`src/rtl/adder_tree_pkg.sv`:
```
`default_nettype none
// ============================================================================
// Module   : adder_tree_pkg
// Purpose  : Shared constants and elaboration-time helpers for the pipelined
//            accumulating adder tree.
//            F_NBITS_DEFAULT   default field-element width
//            PRIME             2^F_NBITS_DEFAULT - 1 (Mersenne modulus)
//            nlevels()         tree depth, clog2(ngates) with a floor of 1
//            lvl_num_inputs()  number of operands entering a given level
// Config   : ADDER_TREE_MODRED_EN (used by field_adder)
// Revision : 1.0 - initial release
// ============================================================================
package adder_tree_pkg;

  localparam int F_NBITS_DEFAULT = 61;
  localparam logic [F_NBITS_DEFAULT-1:0] PRIME = {F_NBITS_DEFAULT{1'b1}};

  // Depth of the tree; a single-input tree still gets one register stage so
  // that latency stays NLEVELS+1 for every NGATES.
  function automatic int nlevels(input int ngates);
    int l;
    l = 0;
    while ((1 << l) < ngates) l++;
    if (l < 1) l = 1;
    return l;
  endfunction

  // Operand count at the input of 'level' (level 0 = the raw beat). Each
  // level halves the count, rounding up for the odd pass-through operand.
  function automatic int lvl_num_inputs(input int level, input int ngates);
    int n;
    n = ngates;
    for (int i = 0; i < level; i++) n = (n + 1) / 2;
    return n;
  endfunction

endpackage
`default_nettype wire

```
`src/rtl/pipelined_accum_adder_tree_field_adder.sv`:
```
`default_nettype none
// ============================================================================
// Module   : field_adder
// Purpose  : Combinational two-operand field adder.
//            ADDER_TREE_MODRED_EN defined   : sum mod 2^F_NBITS-1 (canonical)
//            ADDER_TREE_MODRED_EN undefined : sum wraps mod 2^F_NBITS
// Ports    : i_a, i_b  operands (F_NBITS)
//            o_sum     result   (F_NBITS)
// Revision : 1.0 - initial release
// ============================================================================
module field_adder
  import adder_tree_pkg::*;
#(
  parameter int F_NBITS = F_NBITS_DEFAULT
) (
  input  logic [F_NBITS-1:0] i_a,
  input  logic [F_NBITS-1:0] i_b,
  output logic [F_NBITS-1:0] o_sum
);

`ifdef ADDER_TREE_MODRED_EN
  logic [F_NBITS:0]   w_s;
  logic [F_NBITS-1:0] w_r;

  // Folding the carry back in is exact for a Mersenne modulus; the fold can
  // land on p itself, which is the non-canonical form of zero.
  assign w_s   = {1'b0, i_a} + {1'b0, i_b};
  assign w_r   = w_s[F_NBITS-1:0] + F_NBITS'(w_s[F_NBITS]);
  assign o_sum = (w_r == {F_NBITS{1'b1}}) ? '0 : w_r;
`else
  assign o_sum = i_a + i_b;
`endif

endmodule
`default_nettype wire

```
`src/rtl/pipelined_accum_adder_tree.sv`:
```
`default_nettype none
// ============================================================================
// Module   : pipelined_accum_adder_tree
// Purpose  : Pipelined binary adder tree over NGATES field elements per beat,
//            followed by a group accumulator. One register stage per tree
//            level plus the accumulator stage (latency NLEVELS+1).
// Ports    : clk, rst        clock, asynchronous active-high reset
//            in_valid/ready  input handshake for one beat on v_parts
//            in_last         final beat of the current group
//            v_parts[NGATES] addends
//            out_valid/ready output handshake for the group sum v
// Config   : ADDER_TREE_MODRED_EN selects mod 2^F_NBITS-1 arithmetic
// Revision : 1.0 - initial release
// ============================================================================
module pipelined_accum_adder_tree
  import adder_tree_pkg::*;
#(
  parameter int NGATES  = 8,
  parameter int F_NBITS = F_NBITS_DEFAULT
) (
  input  logic               clk,
  input  logic               rst,
  input  logic               in_valid,
  output logic               in_ready,
  input  logic               in_last,
  input  logic [F_NBITS-1:0] v_parts [NGATES],
  output logic               out_valid,
  input  logic               out_ready,
  output logic [F_NBITS-1:0] v
);

  localparam int NLEVELS = nlevels(NGATES);

  logic w_stall;

  // A held result freezes the whole pipe, so back-pressure reaches the input
  // in the same cycle and nothing inside can be overwritten.
  assign w_stall  = out_valid && !out_ready;
  assign in_ready = !w_stall;

  // --------------------------------------------------------------------------
  // Tree levels
  // --------------------------------------------------------------------------
  for (genvar k = 0; k < NLEVELS; k++) begin : g_lvl
    localparam int NIN  = lvl_num_inputs(k, NGATES);
    localparam int NOUT = lvl_num_inputs(k + 1, NGATES);

    logic [F_NBITS-1:0] w_in  [NIN];
    logic [F_NBITS-1:0] w_sum [NOUT];
    logic [F_NBITS-1:0] r_q   [NOUT];
    logic               w_vld;
    logic               w_lst;
    logic               r_vld;
    logic               r_lst;

    if (k == 0) begin : g_src_in
      for (genvar j = 0; j < NIN; j++) begin : g_cp
        assign w_in[j] = v_parts[j];
      end
      assign w_vld = in_valid && in_ready;
      assign w_lst = in_last;
    end else begin : g_src_prev
      for (genvar j = 0; j < NIN; j++) begin : g_cp
        assign w_in[j] = g_lvl[k-1].r_q[j];
      end
      assign w_vld = g_lvl[k-1].r_vld;
      assign w_lst = g_lvl[k-1].r_lst;
    end

    for (genvar j = 0; j < NOUT; j++) begin : g_node
      if (2*j + 1 < NIN) begin : g_add
        field_adder #(.F_NBITS(F_NBITS)) u_add (
          .i_a   (w_in[2*j]),
          .i_b   (w_in[2*j+1]),
          .o_sum (w_sum[j])
        );
      end else begin : g_pass
        // Odd leftover operand rides through this level untouched.
        assign w_sum[j] = w_in[2*j];
      end
    end

    always_ff @(posedge clk or posedge rst) begin
      if (rst) begin
        r_vld <= 1'b0;
        r_lst <= 1'b0;
        for (int j = 0; j < NOUT; j++) r_q[j] <= '0;
      end else if (!w_stall) begin
        r_vld <= w_vld;
        r_lst <= w_lst;
        for (int j = 0; j < NOUT; j++) r_q[j] <= w_sum[j];
      end
    end
  end

  // --------------------------------------------------------------------------
  // Accumulator stage
  // --------------------------------------------------------------------------
  logic [F_NBITS-1:0] w_tree_sum;
  logic               w_tree_vld;
  logic               w_tree_lst;
  logic [F_NBITS-1:0] w_acc_base;
  logic [F_NBITS-1:0] w_acc_next;
  logic [F_NBITS-1:0] r_acc;
  logic [F_NBITS-1:0] r_v;
  logic               r_first;
  logic               r_out_valid;

  assign w_tree_sum = g_lvl[NLEVELS-1].r_q[0];
  assign w_tree_vld = g_lvl[NLEVELS-1].r_vld;
  assign w_tree_lst = g_lvl[NLEVELS-1].r_lst;

  // The first beat of a group ignores whatever the previous group left in
  // r_acc, so no separate clear cycle is needed between groups.
  assign w_acc_base = r_first ? '0 : r_acc;

  field_adder #(.F_NBITS(F_NBITS)) u_acc_add (
    .i_a   (w_acc_base),
    .i_b   (w_tree_sum),
    .o_sum (w_acc_next)
  );

  always_ff @(posedge clk or posedge rst) begin
    if (rst) begin
      r_acc       <= '0;
      r_v         <= '0;
      r_first     <= 1'b1;
      r_out_valid <= 1'b0;
    end else if (!w_stall) begin
      // Not stalled means any pending result is being consumed this edge,
      // so out_valid simply follows whether a new group completes now.
      r_out_valid <= w_tree_vld && w_tree_lst;
      if (w_tree_vld) begin
        r_acc   <= w_acc_next;
        r_first <= w_tree_lst;
        if (w_tree_lst) r_v <= w_acc_next;
      end
    end
  end

  assign v         = r_v;
  assign out_valid = r_out_valid;

endmodule
`default_nettype wire

```
`config.mk`:
```
export PLATFORM = sky130hd
export DESIGN_NAME = pipelined_accum_adder_tree
export DESIGN_NICKNAME = d
export VERILOG_FILES = /design/src/rtl/adder_tree_pkg.sv /design/src/rtl/pipelined_accum_adder_tree_field_adder.sv /design/src/rtl/pipelined_accum_adder_tree.sv
export SDC_FILE = /design/constraint.sdc
export NUM_CORES = 2
export LEC_CHECK = 0
export CAP_MARGIN = 20
export CORE_ASPECT_RATIO = 0.9
export CORE_UTILIZATION = 58
export CTS_CLUSTER_DIAMETER = 120
export DETAILED_ROUTE_END_ITERATION = 6
export PLACE_DENSITY_LB_ADDON = 0.08
export SLEW_MARGIN = 0
export SYNTH_ARGS = -nofsm -noshare
export SYNTH_HDL_FRONTEND = slang
export SYNTH_SLANG_ARGS = --single-unit
```
`constraint.sdc`:
```
create_clock -name clk -period 21.1 [get_ports clk]
set_input_delay 2.11 -clock clk [delete_from_list [all_inputs] [get_ports clk]]
set_output_delay 2.11 -clock clk [all_outputs]
set_load 0.03 [all_outputs]
```
After elaboration in Yosys (flattened, before gate mapping)
Index checks and enable logic that the tools add are counted.
{"block": "op_classes", "n_reduce_logical": 7, "mux": 1, "n_addsub": 8, "bitwise_logic": 1}
{"op": "adder 61 bit", "count": 8}
{"op": "2-to-1 mux 61 bit", "count": 1}
{"op": "logical AND 1 bit", "count": 3}
{"op": "AND reduction 3 bit", "count": 1}
{"op": "zero test 1 bit", "count": 2}
{"op": "AND reduction 2 bit", "count": 1}
{"op": "inverter 1 bit", "count": 1}
{"block": "word_totals", "inputBits": 493, "out_inout_bits": 63, "ff_bits": 557}

Longest topological paths before layout
{"block": "logic_depth", "depth_word": 4, "depth_mapped": 15, "mapped_depth_nobuf": 13}

Hierarchy
From an unflattened synthesis, not the netlist that was laid out.
{"block": "unflattened", "hier_cells": 6349, "hier_area_um2": 49754.0}
{"mod": "pipelined_accum_adder_tree", "n_inst": 1, "cells_per_inst": 2161, "area_each_um2": 21201.6}
{"mod": "field_adder (g_lvl[0].g_node[3].g_add.u_add ...)", "n_inst": 4, "cells_per_inst": 501, "area_each_um2": 3412.0}
{"mod": "field_adder (g_lvl[0].g_node[0].g_add.u_add ...)", "n_inst": 3, "cells_per_inst": 536, "area_each_um2": 3634.7}
{"mod": "field_adder (u_acc_add)", "n_inst": 1, "cells_per_inst": 576, "area_each_um2": 4000.1}

Worst setup path after synthesis
Ideal clock, no wire load.
{"block": "synth_timing", "kind": "input to output", "from": "input port out_ready", "to": "output port in_ready", "setup_slack_ns": 15.761, "arrival_time_ns": 3.229, "cell_stages": 5, "n_path_buf": 3, "required_time_ns": 18.990, "path_cell_list": "nor2b_1 inv_1 clkbuf_1 clkbuf_1 clkbuf_1"}
{"block": "synth_between", "elab_chain_cells": 3}
{"item": "from (decl)", "line_no": "pipelined_accum_adder_tree.sv:28", "text": "input logic out_ready,"}
{"item": "zero test 1 bit", "line_no": "pipelined_accum_adder_tree.sv:38", "text": "assign w_stall = out_valid && !out_ready;"}
{"item": "logical AND 1 bit", "line_no": "pipelined_accum_adder_tree.sv:38"}
{"item": "zero test 1 bit"}
{"item": "to (decl)", "line_no": "pipelined_accum_adder_tree.sv:24", "text": "output logic in_ready,"}
Every way passes these cells.

Worst setup path after layout
Ends and elaborated chain as after synthesis.

==> flow_metrics.env <==
export IMPL_status="complete, but fails checks"
export IMPL_violations="design-rule violations"
export IMPL_num_vias=46953
export IMPL_postSynth_asyncResetShare=1.00
export IMPL_synth_cell_types=98
export IMPL_syn_to_final_growth_pct=17.3
export IMPL_cts_root_buf="clkbuf_16"
export IMPL_antenna_found_initial=10
export IMPL_p_switching_mw=4.49
export IMPL_wire_per_inst_um=20.1
export IMPL_cts_sinks=557
export IMPL_numCtsBuffers=61
export IMPL_finish_utilization=0.689
export IMPL_die_w_um=304
export IMPL_drive_gt1_frac=0.0335
export IMPL_layout_area_seq_mm2=0.0139
export IMPL_synth_edff_count=0
export IMPL_synth_seq_cells=557
export IMPL_preCtsSetupSlack_ns=14.57
export IMPL_relSlewSlack=0.220
export IMPL_hold_path_depth=2
export IMPL_max_vdd_ir_drop_mv=0.115
export IMPL_vias_per_cell=6.27
export IMPL_setup_tns_final_ns=0
export IMPL_slew_violations=0
export IMPL_path_clk_slew_ns=0.07
export IMPL_arrival_ns=4.37
export IMPL_ys_seq_area_frac=0.293
export IMPL_p_int_mw=4.61
export IMPL_port_buffers=555
export IMPL_combPwrFrac=0.655
export IMPL_syn_area_per_cell_um2=7.92
export IMPL_seqPwrFrac=0.221
export IMPL_ys_warnings_count=0
export IMPL_cts_tree="done"
export IMPL_clkLatencyLatePin_ns=0.65
export IMPL_hp_class="reg2reg"
export IMPL_path_class="in2out"
export IMPL_design_area_mm2=0.0559
export IMPL_maxCapViolations=0
export IMPL_yosys_top_cells_area="dfrtp_1 (29%), ha_1 (13%), a21oi_1 (8.7%), nand2_1 (6.6%), xnor2_1 (4.6%)"
export IMPL_htreeDepth=2
export IMPL_cts_hold_buf=0
export IMPL_tightest_slew_ns=1.16
export IMPL_multiInputGateArea_mm2=0.0322
export IMPL_rsz0062_at_grt="no"
export IMPL_dr_pass1_iters=7
export IMPL_synthFlopType="dfrtp_1"
export IMPL_final_hold_violation_count=0
export IMPL_clkPwrFrac=0.124
export IMPL_syn_cell_area_mm2=0.0476
export IMPL_setup_worst_path_start_class="input port"
export IMPL_die_height_um=274
export IMPL_synthCells=6013
export IMPL_wl_mm=151
export IMPL_power_density_mw_per_mm2=163
export IMPL_hpwl_mm=120
export IMPL_fill_cells=6922
export IMPL_postCtsSetupBuffers=0
export IMPL_netSwitchingFraction=0.494
export IMPL_die_area_mm2=0.0833
export IMPL_final_nets=7358
export IMPL_cts_resized=0
export IMPL_post_route_min_period_ns=6.48
export IMPL_start_util=0.587
export IMPL_end_kind="output port"
export IMPL_clockBufferDepth=3
export IMPL_synth_nets=6994
export IMPL_worst_path_max_fanout=109
export IMPL_dpl_cell_area_mm2=0.0537
export IMPL_netlist_area_leader_share=0.292
export IMPL_synth_common_cells="nand2_1 (838), a21oi_1 (830), dfrtp_1 (556), nor2_1 (556), ha_1 (480)"
export IMPL_synth_top_area_cell="dfrtp_1"
export IMPL_setup_violations=0
export IMPL_num_rows=99
export IMPL_max_freq_mhz=154
export IMPL_grt_first_pass_wirelength_mm=235
export IMPL_clock_skew_ns=0.0193
export IMPL_drc=1
export IMPL_grt_overflow=0
export IMPL_globalplace_congestion=0.991
export IMPL_grt_pass1_vias=43118
export IMPL_drtIter0Drc=4908
export IMPL_worst_r2r_path_depth=13
export IMPL_fin_crit_sh=0.307
export IMPL_ant_nets=0
export IMPL_coreArea_mm2=0.0811
export IMPL_worst_slack_ns=14.62
export IMPL_io_pins=556
export IMPL_yosysMostFrequentCell="nand2_1"
export IMPL_track_usage=0.349
export IMPL_p_leak_nw=24.9
export IMPL_grt_max_degree=163
export IMPL_worstPathRequired_ns=18.99
-- worst max-delay path: stages --
cell	delay (ns)
clkdlybuf4s50_1	0.45
nor2b_4	0.12
buf_4	0.52
inv_8	0.34
clkdlybuf4s50_1	0.71
-- layer usage --
layer  up-vias  routed length [µm]  global-route usage
met5         -                  72                   0
li1      22501                   -                   -
met2      1913               66900               0.541
met4        12                4010              0.0943
met3       234               12300              0.0592
met1     22293               67200               0.500
-- kinds of logic after synthesis --
| logic type | count (synthesis) | synth area share |
|---|---|---|
| compound gates | 2081 | 0.269 |
| simple gates | 2032 | 0.192 |
| flops | 557 | 0.293 |
| mux | 32 | 0.00730 |
| xor+xnor | 422 | 0.0779 |
| buf+inv | 401 | 0.0318 |
| fa+ha+maj | 488 | 0.129 |
-- cell type report --
class,count,area share
diodes,4,0.000179
inverters,122,0.00847
multi-input cells,5055,0.576
repair buffers,580,0.103
clock inverters,35,0.00744
flip-flops and latches,557,0.250
well taps,1060,0.0237
clock buffers,77,0.0308
-- state kept, by name, indices dropped and copies added, names as in the netlist --
signal	count
g_lvl.r_lst	3
g_lvl.r_q	427
r_acc	61
out_valid	1
v	61
g_lvl.r_vld	3
r_first	1
-- layout by cell type (no fill, tap or decap), drive strengths merged, types with 52 or more instances in the layout --
cell / instances
a21o: 273
a21oi: 831
a31oi: 53
and3: 52
clkbuf: 78
clkdlybuf4s50: 555
dfrtp: 556
ha: 480
inv: 126
nand2: 839
nand3: 105
nand4: 126
nor2: 557
nor2b: 92
nor3: 90
o21a: 57
o21ai: 408
o21bai: 101
xnor2: 248
xor2: 173
-- worst paths after layout --
kind | from | endpoint | slack, ns
max | out_ready | in_ready | 14.62
min | r_acc[34] | r_acc[34] | 0.47
max reg2reg | r_first | r_acc[51] | 16.29
min reg2reg | r_acc[34] | r_acc[34] | 0.47
max in group asynchronous | rst | g_lvl[0].r_q[153] | 15.61
min in group asynchronous | rst | g_lvl[2].r_vld | 1.95
-- through the flow --
stage                     total power [mW]  std cells  hold slack (ns)
after detailed placement              7.83       7372            0.450
after global routing                  9.77       7487            0.479
after floorplan                       6.18       6013            0.431
after CTS                             9.02       7484            0.464
final                                 9.10       7490            0.468
after global placement                7.73       7371            0.443
-- power by group through the flow --
stage | clock network, mW | registers (mW) | logic [mW]
6_report | 1.13 | 2.01 | 5.96
5_1_grt | 1.18 | 2.05 | 6.53
4_1_cts | 1.14 | 2.00 | 5.87
2_1_floorplan | 0 | 1.93 | 4.25
3_5_place_dp | 0 | 2.01 | 5.82
3_3_place_gp | 0 | 2.00 | 5.73
No activity file was read; power rests on OpenSTA's default activity.
